**config.mk**
```make
export PLATFORM = sky130hd
export DESIGN_NAME = mem_access_unit_flat
export DESIGN_NICKNAME = d
export VERILOG_FILES = /design/src/rtl/mem_access_unit_if.sv /design/src/rtl/mem_access_unit.sv /design/src/flat_wrapper.sv
export SDC_FILE = /design/constraint.sdc
export NUM_CORES = 1
export LEC_CHECK = 0
export CORE_UTILIZATION = 48
export CTS_BUF_LIST = sky130_fd_sc_hd__clkbuf_8
export CTS_CLUSTER_DIAMETER = 80
export CTS_CLUSTER_SIZE = 20
export DETAILED_ROUTE_END_ITERATION = 8
export PLACE_DENSITY = 0.9
export SLEW_MARGIN = 40
export SYNTH_ARGS = -nofsm -noshare
export SYNTH_HDL_FRONTEND = slang
export SYNTH_SLANG_ARGS = --single-unit
export TNS_END_PERCENT = 20
```
**constraint.sdc**
```tcl
create_clock -name clk -period 6.4 [get_ports clk]
set_clock_uncertainty 0.05 [all_clocks]
set_input_delay 1.92 -clock clk [delete_from_list [all_inputs] [get_ports clk]]
set_output_delay 1.92 -clock clk [all_outputs]
set_load 0.02 [all_outputs]
```
**src/rtl/mem_access_unit_if.sv**
```systemverilog
// Pipeline/data-memory bundle for mem_access_unit: MEM-stage request, word-addressed
// data-memory port, stall and load-result signals. slave = the access unit, master = its environment.
interface mem_access_unit_if #(
  parameter int ADDR_W = 5
);
  logic              req_valid;
  logic              req_write;
  logic [1:0]        req_size;
  logic              req_signed;
  logic [31:0]       req_addr;
  logic [31:0]       req_wdata;

  logic [ADDR_W-1:0] dmem_adr;
  logic [31:0]       dmem_din;
  logic              dmem_we;
  logic              dmem_re;
  logic [31:0]       dmem_dout;

  logic              stall;
  logic [31:0]       rdata;
  logic              rdata_valid;
  logic              misalign_err;
  logic              bounds_err;

  modport slave (
    input  req_valid, req_write, req_size, req_signed, req_addr, req_wdata, dmem_dout,
    output dmem_adr, dmem_din, dmem_we, dmem_re, stall, rdata, rdata_valid,
           misalign_err, bounds_err
  );

  modport master (
    output req_valid, req_write, req_size, req_signed, req_addr, req_wdata, dmem_dout,
    input  dmem_adr, dmem_din, dmem_we, dmem_re, stall, rdata, rdata_valid,
           misalign_err, bounds_err
  );
endinterface

```
**src/rtl/mem_access_unit.sv**
```systemverilog
// MEM-stage access unit: byte/half/word loads and stores onto a word-only data memory,
// sub-word stores via a two-cycle read-modify-write. Define MAU_BOUNDS_EN for range checking.
module mem_access_unit #(
  parameter int ADDR_W = 5
) (
  input  logic              clk,
  input  logic              rst_n,
  mem_access_unit_if.slave  bus
);
  typedef enum logic [0:0] {IDLE, RMW_WR} state_t;

  state_t            state;
  logic [ADDR_W-1:0] held_adr;
  logic [31:0]       merge_q;

  logic              is_word;
  logic              is_half;
  logic              misaligned;
  logic              out_of_range;
  logic              idle_req;
  logic              accept;
  logic              load;
  logic              word_store;
  logic              sub_store;
  logic [ADDR_W-1:0] req_word;
  logic [31:0]       lane_sh;
  logic [31:0]       lane_ext;
  logic [31:0]       merged;

  assign is_word    = bus.req_size[1];
  assign is_half    = (bus.req_size == 2'b01);
  assign misaligned = (is_half & bus.req_addr[0]) | (is_word & (|bus.req_addr[1:0]));
  assign req_word   = bus.req_addr[ADDR_W+1:2];

`ifdef MAU_BOUNDS_EN
  assign out_of_range = |bus.req_addr[31:ADDR_W+2];
`else
  // Upper address bits are deliberately ignored so accesses wrap within the memory.
  logic unused_upper_addr;
  assign unused_upper_addr = ^bus.req_addr[31:ADDR_W+2];
  assign out_of_range      = 1'b0;
`endif

  // Strobes are qualified with rst_n so nothing reaches the memory or hazard unit during reset.
  assign idle_req   = (state == IDLE) & bus.req_valid & rst_n;
  assign accept     = idle_req & ~misaligned & ~out_of_range;
  assign load       = accept & ~bus.req_write;
  assign word_store = accept &  bus.req_write &  is_word;
  assign sub_store  = accept &  bus.req_write & ~is_word;

  // NOTE: every always_comb output gets a default first, otherwise a missed branch infers a latch.
  always_comb begin
    bus.dmem_adr = req_word;
    bus.dmem_din = bus.req_wdata;
    bus.dmem_we  = word_store;
    bus.dmem_re  = load | sub_store;
    bus.stall    = sub_store;
    if (state == RMW_WR) begin
      bus.dmem_adr = held_adr;
      bus.dmem_din = merge_q;
      bus.dmem_we  = 1'b1;
      bus.dmem_re  = 1'b0;
      bus.stall    = 1'b0;
    end
  end

  // Little-endian lane select; aligned halves sit at shift 0 or 16.
  always_comb begin
    lane_sh = bus.dmem_dout >> {bus.req_addr[1:0], 3'b000};
    case (bus.req_size)
      2'b00:   lane_ext = {{24{bus.req_signed & lane_sh[7]}},  lane_sh[7:0]};
      2'b01:   lane_ext = {{16{bus.req_signed & lane_sh[15]}}, lane_sh[15:0]};
      default: lane_ext = bus.dmem_dout;
    endcase
  end

  always_comb begin
    merged = bus.dmem_dout;
    if (is_half) begin
      if (bus.req_addr[1]) merged[31:16] = bus.req_wdata[15:0];
      else                 merged[15:0]  = bus.req_wdata[15:0];
    end else begin
      case (bus.req_addr[1:0])
        2'd0:    merged[7:0]   = bus.req_wdata[7:0];
        2'd1:    merged[15:8]  = bus.req_wdata[7:0];
        2'd2:    merged[23:16] = bus.req_wdata[7:0];
        default: merged[31:24] = bus.req_wdata[7:0];
      endcase
    end
  end

  // NOTE: sequential state uses non-blocking assignments so every register samples pre-edge values.
  always_ff @(posedge clk or negedge rst_n) begin
    if (!rst_n) begin
      state            <= IDLE;
      held_adr         <= '0;
      merge_q          <= '0;
      bus.rdata        <= '0;
      bus.rdata_valid  <= 1'b0;
      bus.misalign_err <= 1'b0;
      bus.bounds_err   <= 1'b0;
    end else begin
      bus.rdata_valid  <= load;
      bus.misalign_err <= idle_req & misaligned & ~out_of_range;
      bus.bounds_err   <= idle_req & out_of_range;
      if (load) bus.rdata <= lane_ext;
      case (state)
        IDLE: begin
          if (sub_store) begin
            merge_q  <= merged;
            held_adr <= req_word;
            state    <= RMW_WR;
          end
        end
        default: state <= IDLE;
      endcase
    end
  end
endmodule

```
**src/flat_wrapper.sv**
```systemverilog
// flat-port wrapper written by rule: the top's interface ports become plain ports
module mem_access_unit_flat 
#(
  parameter int ADDR_W = 5
)
  (clk, rst_n, bus_req_valid, bus_req_write, bus_req_size, bus_req_signed, bus_req_addr, bus_req_wdata, bus_dmem_dout, bus_dmem_adr, bus_dmem_din, bus_dmem_we, bus_dmem_re, bus_stall, bus_rdata, bus_rdata_valid, bus_misalign_err, bus_bounds_err);
  mem_access_unit_if #(.ADDR_W(ADDR_W)) bus_i ();
  input  logic clk;
  input  logic rst_n;
  input wire logic [$bits(bus_i.req_valid)-1:0] bus_req_valid;
  input wire logic [$bits(bus_i.req_write)-1:0] bus_req_write;
  input wire logic [$bits(bus_i.req_size)-1:0] bus_req_size;
  input wire logic [$bits(bus_i.req_signed)-1:0] bus_req_signed;
  input wire logic [$bits(bus_i.req_addr)-1:0] bus_req_addr;
  input wire logic [$bits(bus_i.req_wdata)-1:0] bus_req_wdata;
  input wire logic [$bits(bus_i.dmem_dout)-1:0] bus_dmem_dout;
  output wire logic [$bits(bus_i.dmem_adr)-1:0] bus_dmem_adr;
  output wire logic [$bits(bus_i.dmem_din)-1:0] bus_dmem_din;
  output wire logic [$bits(bus_i.dmem_we)-1:0] bus_dmem_we;
  output wire logic [$bits(bus_i.dmem_re)-1:0] bus_dmem_re;
  output wire logic [$bits(bus_i.stall)-1:0] bus_stall;
  output wire logic [$bits(bus_i.rdata)-1:0] bus_rdata;
  output wire logic [$bits(bus_i.rdata_valid)-1:0] bus_rdata_valid;
  output wire logic [$bits(bus_i.misalign_err)-1:0] bus_misalign_err;
  output wire logic [$bits(bus_i.bounds_err)-1:0] bus_bounds_err;
  assign bus_i.req_valid = bus_req_valid;
  assign bus_i.req_write = bus_req_write;
  assign bus_i.req_size = bus_req_size;
  assign bus_i.req_signed = bus_req_signed;
  assign bus_i.req_addr = bus_req_addr;
  assign bus_i.req_wdata = bus_req_wdata;
  assign bus_i.dmem_dout = bus_dmem_dout;
  assign bus_dmem_adr = bus_i.dmem_adr;
  assign bus_dmem_din = bus_i.dmem_din;
  assign bus_dmem_we = bus_i.dmem_we;
  assign bus_dmem_re = bus_i.dmem_re;
  assign bus_stall = bus_i.stall;
  assign bus_rdata = bus_i.rdata;
  assign bus_rdata_valid = bus_i.rdata_valid;
  assign bus_misalign_err = bus_i.misalign_err;
  assign bus_bounds_err = bus_i.bounds_err;
  mem_access_unit #(.ADDR_W(ADDR_W)) u_core (.clk(clk), .rst_n(rst_n), .bus(bus_i));
endmodule
```
==> impl_metrics.env <==
export IMPL_clock_sinks=72
export IMPL_fp_dieH_um=95.31
export IMPL_drt_total_wl_um=12500
export IMPL_cpMaxStageDelayCell="clkdlybuf4s50_1"
export IMPL_fin_cells=673
export IMPL_area_growth_pct=41.02
export IMPL_synthXorXnorAreaFrac=0.002096
export IMPL_cts_tree="yes"
export IMPL_cpPeakStageDelay_ns=0.66
export IMPL_setup_tns_ns=0
export IMPL_gp_congestion=0.8865
export IMPL_synth_area_um2=4179
export IMPL_drtIter0Drc=434
export IMPL_critPathKind="in2out"
export IMPL_drtPass1Iterations=5
export IMPL_io_pins=178
export IMPL_syn_area_per_cell_um2=9.696
export IMPL_coreArea_um2=8341
export IMPL_fillCellCount=603
export IMPL_synthCells=431
export IMPL_tightest_slew_ns=0.6907
export IMPL_synth_top_family_by_area="compound AO/OA/AOI/OAI gates"
export IMPL_post_drt_wl_per_cell_um=18.57
export IMPL_post_place_ws_ns=0.5630
export IMPL_track_usage=0.2874
export IMPL_grt_overflow=0
export IMPL_critPathBufInv=2
export IMPL_numCtsBuffers=9
export IMPL_yosys_mux_area_fraction=0.1665
export IMPL_setup_viol=0
export IMPL_rsz0062_at_grt="false"
export IMPL_nets=666
export IMPL_cts_setup_buffers=0
export IMPL_grt_max_degree=73
export IMPL_ys_types=43
export IMPL_dp_hpwl_um=9172
export IMPL_final_seq_area_um2=1802
export IMPL_period_minus_slack_ns=5.859
export IMPL_worstPathMaxFanout=13
export IMPL_root_buffer="clkbuf_8"
export IMPL_period_share=0.9155
export IMPL_crit_chain="clkdlybuf4s50_1, o21a_1, a2111oi_4, or2_2, clkdlybuf4s50_1"
export IMPL_multi_input_area_um2=2181
export IMPL_syn_nets=534
export IMPL_synth_simple_gate_area_share=0.1308
export IMPL_ctsResizeCount=0
export IMPL_utilization=0.7066
export IMPL_cp_top_family="buffers and inverters"
export IMPL_path_clk_slew_ns=0.07
export IMPL_synth_compound_area_share=0.2195
export IMPL_hold_viol_final=0
export IMPL_grt_pass1_vias=3890
export IMPL_fp_dieW_um=95.31
export IMPL_num_vias=4043
export IMPL_maxSlewHeadroom=0.5395
export IMPL_path_common_cell="clkdlybuf4s50_1"
export IMPL_fin_ws_ns=0.5408
export IMPL_clk_latency_ns=0.35
export IMPL_ys_warn_count=0
export IMPL_yosys_area_top_type="dfrtp_1"
export IMPL_post_route_drc_count=0
export IMPL_grt_pass1_wl_um=19440
export IMPL_drv_slew=0
export IMPL_htreeDepth=3
export IMPL_worstSetupStartpointType="input pin"
export IMPL_clockBufferDepth=2
export IMPL_cp_required_ns=4.43
export IMPL_cts_hold_buf=0
export IMPL_n_antenna_cell=0
export IMPL_hold_path_class="reg2reg"
export IMPL_die_area_um2=9083
export IMPL_layout_common_cells="clkdlybuf4s50_1 (150), dfrtp_1 (72), nor2_1 (59)"
export IMPL_dp_cells=657
export IMPL_cap_violations=0
export IMPL_final_common_cell="clkdlybuf4s50_1"
export IMPL_avgViaCountPerCell=6.007
export IMPL_irDropWorstVdd_mv=0.1339
export IMPL_initial_core_util=0.5011
export IMPL_worst_ep_arrival_time_ns=3.89
export IMPL_ys_top_cells_by_area="dfrtp_1 (43%), mux2_2 (11%), a21oi_1 (6.6%)"
export IMPL_p_per_area_nw_per_um2=259.8
export IMPL_ys_ff_latch=72
export IMPL_drive_above_1_share=0.1373
export IMPL_fmax_mhz=170.7
export IMPL_drtAntennaViolNets=0
export IMPL_r2r_slack_ns=3.91
export IMPL_floorplan_rows=33
export IMPL_p_total_uw=1531
export IMPL_io_buffers=151
export IMPL_antenna_found_initial=0
export IMPL_synth_fa_ha_area_frac=0
export IMPL_endpoint_kind="output pin"
export IMPL_ys_seq_area_frac=0.4311
export IMPL_leakage_uw=0.002343
export IMPL_status="finished, final reports clean"
export IMPL_synth_top_area_frac=0.4311
==> worst reg2reg max path: stages, from the launching register on <==
cell	delay (ns)
dfrtp_1	0.36
buf_4	0.27
nand3b_4	0.26
a2111oi_4	0.40
buf_4	0.60
mux2_2	0.43
==> stage by stage <==
stage | hold slack (ns) | instance area [um2]
finish | 0.4470 | 5893
global route | 0.4710 | 5893
CTS | 0.4460 | 5893
detailed placement | 0.4229 | 5694
global placement | 0.4126 | 5682
floorplan | 0.4022 | 4179
==> final timing paths <==
path,endpoint,cells after the start,from
min in group asynchronous,u_core.held_adr[2],2,rst_n
setup reg to reg,u_core.held_adr[1],5,u_core.state
max in group asynchronous,u_core.bus.rdata[25],2,rst_n
hold reg to reg,u_core.held_adr[3],1,u_core.held_adr[3]
hold / removal,u_core.held_adr[3],1,u_core.held_adr[3]
setup / recovery,bus_dmem_re,5,bus_req_size[1]
==> cells in the mapped netlist <==
| library cell | count |
|---|---|
| a2111oi_4 | 2 |
| a211oi_1 | 1 |
| a21o_1 | 1 |
| a21oi_1 | 55 |
| a21oi_2 | 2 |
| a22o_1 | 7 |
| a22oi_1 | 16 |
| a2bb2oi_1 | 1 |
| a311oi_1 | 6 |
| a31o_2 | 1 |
| a31oi_1 | 16 |
| and3_1 | 1 |
| buf_1 | 4 |
| buf_2 | 17 |
| buf_4 | 9 |
| clkbuf_1 | 8 |
| conb_1 | 1 |
| dfrtp_1 | 72 |
| inv_1 | 1 |
| inv_2 | 1 |
| mux2_1 | 1 |
| mux2_2 | 41 |
| mux2i_1 | 20 |
| mux4_2 | 1 |
| nand2_1 | 32 |
| nand2b_1 | 8 |
| nand2b_4 | 1 |
| nand3b_1 | 8 |
| nand3b_4 | 1 |
| nand4b_1 | 1 |
| nor2_1 | 59 |
| nor2b_1 | 2 |
| nor3_1 | 1 |
| nor3_2 | 1 |
| nor4_1 | 1 |
| o21a_1 | 1 |
| o21ai_0 | 9 |
| o21ai_1 | 2 |
| o21ai_2 | 1 |
| o22a_1 | 8 |
| o2bb2ai_1 | 7 |
| or2_2 | 2 |
| xnor2_1 | 1 |
==> cell families after synthesis <==
kind of cell / after synthesis
compound gates: 136
xor+xnor: 1
buf+inv: 40
flops: 72
mux: 63
other cells: 1
simple gates: 118
==> layer usage <==
layer  global-route usage  share of wire  wire length [um]  up-vias
li1                     -              -                 -     1832
met2               0.4298           0.46              5734      248
met1               0.3787           0.41              5072     1918
met4               0.1679          0.043               539        0
met3              0.06858          0.092              1151       45
met5                    0              0                 0        -
==> registers in the layout, indices dropped and copies added, names as in the netlist <==
register                 count
u_core.merge_q              32
u_core.bus.misalign_err      1
u_core.held_adr              5
u_core.bus.rdata            32
u_core.state                 1
u_core.bus.rdata_valid       1
==> area by class of cell <==
type	instances	area share
Timing Repair Buffer	159	0.2669
Tap cell	105	0.02229
Inverter	2	0.001274
Clock inverter	5	0.008068
Sequential cell	72	0.3057
Clock buffer	11	0.02569
Multi-Input combinational cell	319	0.3701
==> power by group <==
group,total [uW],switching (uW),internal [uW]
clock,368,170,197
combinational,530,265,265
sequential,634,66.6,567
Power figures use the tool's default switching activity.
